`src/rtl/xor_pkg.sv`:
```
// Shared encodings for the XOR frame checksum block.
// State and mode constants used by the top and the bench.
package xor_pkg;

  typedef enum logic [1:0] {
    S_IDLE  = 2'd0,
    S_ACCUM = 2'd1,
    S_HOLD  = 2'd2
  } state_t;

  localparam logic MODE_XOR  = 1'b0;
  localparam logic MODE_XNOR = 1'b1;

endpackage

```
`src/rtl/xor_word.sv`:
```
// Word-wide XOR gate, reused as the fold element.
// Purely combinational.
module xor_word #(
  parameter int WIDTH = 8
) (
  input  logic [WIDTH-1:0] a,
  input  logic [WIDTH-1:0] b,
  output logic [WIDTH-1:0] y
);

  assign y = a ^ b;

endmodule

```
`src/rtl/xor_frame_checksum.sv`:
```
// Folds a valid/ready word stream into one XOR/XNOR checksum
// per frame, with parity, saturating word count and overflow.
module xor_frame_checksum
  import xor_pkg::*;
#(
  parameter int WIDTH   = 8,
  parameter int MAX_LEN = 16,
  parameter int LEN_W   = $clog2(MAX_LEN + 1)
) (
  input  logic             clk,
  input  logic             rst,
  input  logic             in_valid,
  output logic             in_ready,
  input  logic [WIDTH-1:0] in_data,
  input  logic             in_last,
  input  logic             mode,
  output logic             out_valid,
  input  logic             out_ready,
  output logic [WIDTH-1:0] out_sum,
  output logic             out_parity,
  output logic [LEN_W-1:0] out_count,
  output logic             out_overflow
);

  localparam logic [LEN_W-1:0] CNT_MAX = LEN_W'(MAX_LEN);

  state_t           state;
  state_t           state_nx;
  logic [WIDTH-1:0] acc;
  logic [WIDTH-1:0] fold;
  logic [LEN_W-1:0] cnt;
  logic             ovf;
  logic             mode_q;
  logic             accept;
  logic [WIDTH-1:0] sum;

  xor_word #(
    .WIDTH(WIDTH)
  ) u_fold (
    .a(acc),
    .b(in_data),
    .y(fold)
  );

  assign accept = in_valid & in_ready;

  always_ff @(posedge clk) begin
    if (rst) state <= S_IDLE;
    else     state <= state_nx;
  end

  always_comb begin
    state_nx  = state;
    in_ready  = 1'b0;
    out_valid = 1'b0;
    unique case (state)
      S_IDLE: begin
        in_ready = 1'b1;
        if (accept)
          state_nx = in_last ? S_HOLD : S_ACCUM;
      end
      S_ACCUM: begin
        in_ready = 1'b1;
        if (accept && in_last)
          state_nx = S_HOLD;
      end
      S_HOLD: begin
        out_valid = 1'b1;
        if (out_ready)
          state_nx = S_IDLE;
      end
      default: state_nx = S_IDLE;
    endcase
  end

  // Datapath keeps its last result after HOLD until the next frame.
  always_ff @(posedge clk) begin
    if (rst) begin
      acc    <= '0;
      cnt    <= '0;
      ovf    <= 1'b0;
      mode_q <= MODE_XOR;
    end else if (accept) begin
      if (state == S_IDLE) begin
        acc    <= in_data;
        cnt    <= LEN_W'(1);
        ovf    <= (MAX_LEN == 0);
        mode_q <= mode;
      end else begin
        acc <= fold;
        if (cnt < CNT_MAX) cnt <= cnt + LEN_W'(1);
        else               ovf <= 1'b1;
      end
    end
  end

  assign sum          = (mode_q == MODE_XNOR) ? ~acc : acc;
  assign out_sum      = sum;
  assign out_parity   = ^sum;
  assign out_count    = cnt;
  assign out_overflow = ovf;

endmodule
```
`config.mk`:
```
export PLATFORM = sky130hd
export DESIGN_NAME = xor_frame_checksum
export DESIGN_NICKNAME = d
export VERILOG_FILES = /design/src/rtl/xor_pkg.sv /design/src/rtl/xor_word.sv /design/src/rtl/xor_frame_checksum.sv
export SDC_FILE = /design/constraint.sdc
export NUM_CORES = 1
export LEC_CHECK = 0
export ABC_AREA = 1
export CELL_PAD_IN_SITES_DETAIL_PLACEMENT = 1
export CELL_PAD_IN_SITES_GLOBAL_PLACEMENT = 2
export CORE_AREA = 2 2 70 72
export DETAILED_ROUTE_END_ITERATION = 10
export DIE_AREA = 0 0 72 74
export PLACE_DENSITY = 0.81
export SLEW_MARGIN = 20
export SYNTH_ARGS = -nofsm -noshare
export SYNTH_HDL_FRONTEND = slang
export SYNTH_SLANG_ARGS = --single-unit
export TNS_END_PERCENT = 10
```
`constraint.sdc`:
```
create_clock -name clk -period 1.55 [get_ports clk]
set_input_delay 0.2325 -clock clk [delete_from_list [all_inputs] [get_ports clk]]
set_output_delay 0.2325 -clock clk [all_outputs]
set_load 0.005 [all_outputs]
```
==> impl_metrics.toml <==
[status]
status = "complete, but fails checks"
violations = "setup timing"

[clock_network]
h-tree-depth = 1
cts_buffers = 3
clk_pin_slew_ns = 0.07
cts_buffer_depth = 2
cts-root-buf = "clkbuf_8"
clkSinkCount = 17
clk_latency_ns = 0.25
cts_tree = "done"
hold_buffers = 0

[final_layout]
fin_nets = 224
mostFrequentLayoutCells = "nand2_1, buf_4, clkdlybuf4s50_1"
final_common_cell = "nand2_1"
diodes = 0
instances_no_fill = 262
final_area_um2 = 1640
syn_to_final_growth_pct = 54.9
drive_above_1_share_pct = 29.8
fillCellCount = 582

[critical_path]
cp_max_fo = 6
critical_path_class = "register to primary output"
cp-start-kind = "register"
path_cells = "buf_6, nand2_1, nand2_1, nand2_1, nand2_2, inv_2, nand2_1, nand3_1, nand2_1, clkbuf_2"
critPathMostFrequentCell = "nand2_1"
cpMaxStageDelayCell = "dfxtp_4"
cp_data_required_time_ns = 1.32
max_stage_delay_ns = 0.38
cp-end-kind = "primary output"
worstPathArrival_ns = 1.33

[floorplan]
ioPinCount = 31
std_cell_rows = 25
die_w_um = 72
core_area_um2 = 4600
fp.dieArea_um2 = 5330
start_util_pct = 23.0
die_h_um = 74

[drt]
drtIter0Drc = 18
wl_per_cell_um = 10.7
vias = 1123
first_pass_iters = 4
post-route-drc-count = 0
avgViaCountPerCell = 4.29
wl_um = 2810
ant_nets = 0

[global_routing]
grtUsageMet3_pct = 1.36
busiest_layer = "met2"
grt_usage_pct = 11.1
grt_start_max_net_pins = 11
grt_use_met2_pct = 19.3
antenna_found_initial = 0
grt.overflow.total = 0
met1_usage_pct = 14.2
grt_pass1_wl_um = 4680
grt_pass1_vias = 1074

[timing]
finalSetupViolCount = 1
holdWs_ns = 0.454
max_freq_mhz = 639
finalCritPeriodShare_pct = 101
clock_skew_ns = 0.000971
setup-tns-final_ns = -0.0153
slew_headroom_pct = 82.0
finalMaxSlewViolations = 0
finalCriticalPeriod_ns = 1.57
hold_viol = 0
worst_pin_slew_ns = 0.267
grt_setup_unrepaired = "yes"
layout_setup_ws_ns = -0.0153

[yosys]
synth.top_cells.by_area = "dfxtp_1, nand2_1, inv_1"
synth_top_area_share_pct = 32.2
yosysWarnings = 0
netlist_area_um2 = 1060
synth_fp_nets = 168
yosys.area.top_type = "dfxtp_1"
postSynthAreaPerCell_um2 = 6.90
syn_inst = 153
synth_seq_cells = 17
synth.distinct_cells = 31
synth_seq_area_share_pct = 32.2

[power_and_ir_drop]
ir_drop_v = 0.000374
cellPowerDensity_nw_per_um2 = 750
p_switching_mw = 0.367
seqPwrFrac_pct = 40.0
power_mw = 1.23
internal-power_mw = 0.861
p_clk_share_pct = 26.8
p_sw_share_pct = 29.9
p_comb_share_pct = 33.1
p_leak_nw = 0.775

[place]
gp_congestion = 0.729
place_area_um2 = 1580
io_buffers = 30
placedCellCount = 257
hpwl_um = 2260

[flow_run]
drv_cap = 0

[min_path]
holdCritPathClass = "register to register"
[layer usage]
metal	wire length [µm]	vias up
met5	0	-
met4	21	0
met1	1420	496
li1	-	604
met2	1280	19
met3	96	4
[final timing paths]
check / end / startpoint / cells after the start / slack (ns)
max: out_parity / mode_q$_SDFFE_PP0P_ / 10 / -0.02
min: out_overflow$_SDFFE_PP0P_ / out_overflow$_SDFFE_PP0P_ / 2 / 0.45
max reg2reg: acc[1]$_SDFFE_PP0P_ / state[1]$_SDFFE_PP0P_ / 5 / 0.47
min reg2reg: out_overflow$_SDFFE_PP0P_ / out_overflow$_SDFFE_PP0P_ / 2 / 0.45
[critical path, delay by kind of cell, from the launching register on]
| kind | cells | cell delay [ns] |
|---|---|---|
| buf+inv | 3 | 0.26 |
| flops | 1 | 0.38 |
| simple gates | 7 | 0.45 |
[timing repair]
action                                  in CTS  in global routing
buffers inserted                             1                  0
pin swaps                                    0                  5
resized for setup                           17                 13
endpoints found under the setup margin      10                  5
[synthesized netlist by cell type]
cell type and n:
o21ai_2 1, nand2_1 47, ha_1 1, a22oi_1 4
o211a_1 1, nor4_1 4, buf_6 1, a211oi_2 1
nor3_1 6, inv_2 5, o21ai_1 3, o211ai_1 1
clkbuf_2 1, o21ai_0 1, o21a_1 1, xnor2_1 2
nand2_4 1, nor2_1 3, buf_4 1, nand3_1 5
nor3b_2 1, nand2_2 7, dfxtp_1 17, inv_1 16
inv_4 1, a21oi_2 1, nand4_1 1, xor2_1 6
nor2_4 2, a21oi_1 10, buf_2 1
[area by class of cell]
| cell class | count | area (µm²) | share of cell area (%) |
|---|---|---|---|
| multi-input combinational | 110 | 607 | 37.1 |
| timing repair buffer | 55 | 477 | 29.2 |
| sequential | 17 | 349 | 21.3 |
| inverter | 22 | 90.1 | 5.51 |
| tap | 54 | 67.6 | 4.13 |
| clock buffer | 4 | 45.0 | 2.75 |
[sequential cells by signal, indices dropped and copies added, names as in the netlist]
| name | flops |
|---|---|
| acc | 8 |
| mode_q | 1 |
| out_count | 5 |
| state | 2 |
| out_overflow | 1 |
[metrics by stage]
stage	utilization (%)	setup slack [ns]
after floorplan	-	0.333
after global placement	34.3	-0.174
after detailed placement	34.3	-0.200
after CTS	35.5	-0.154
after global routing	35.6	-0.136
final	35.6	-0.0153
[power by group through the flow]
stage	sequential (mW)	combinational [mW]	clock, mW
detailed placement	0.497	0.432	0
global route	0.495	0.458	0.358
finish	0.491	0.407	0.329
floorplan	0.492	0.210	0
global placement	0.496	0.428	0
CTS	0.490	0.419	0.341
[cells by family (layout without fill, tap and decap cells)]
logic type	Yosys count	count (layout)	synth area share, %
adder cells (fa/ha/maj)	1	1	1.18
buffers and inverters	26	81	10.8
AO/OA/AOI/OAI	24	24	14.7
XOR/XNOR	8	8	6.64
flip-flops	17	17	32.2
AND/OR/NAND/NOR	77	77	34.5
No activity file was read; power rests on OpenSTA's default activity.
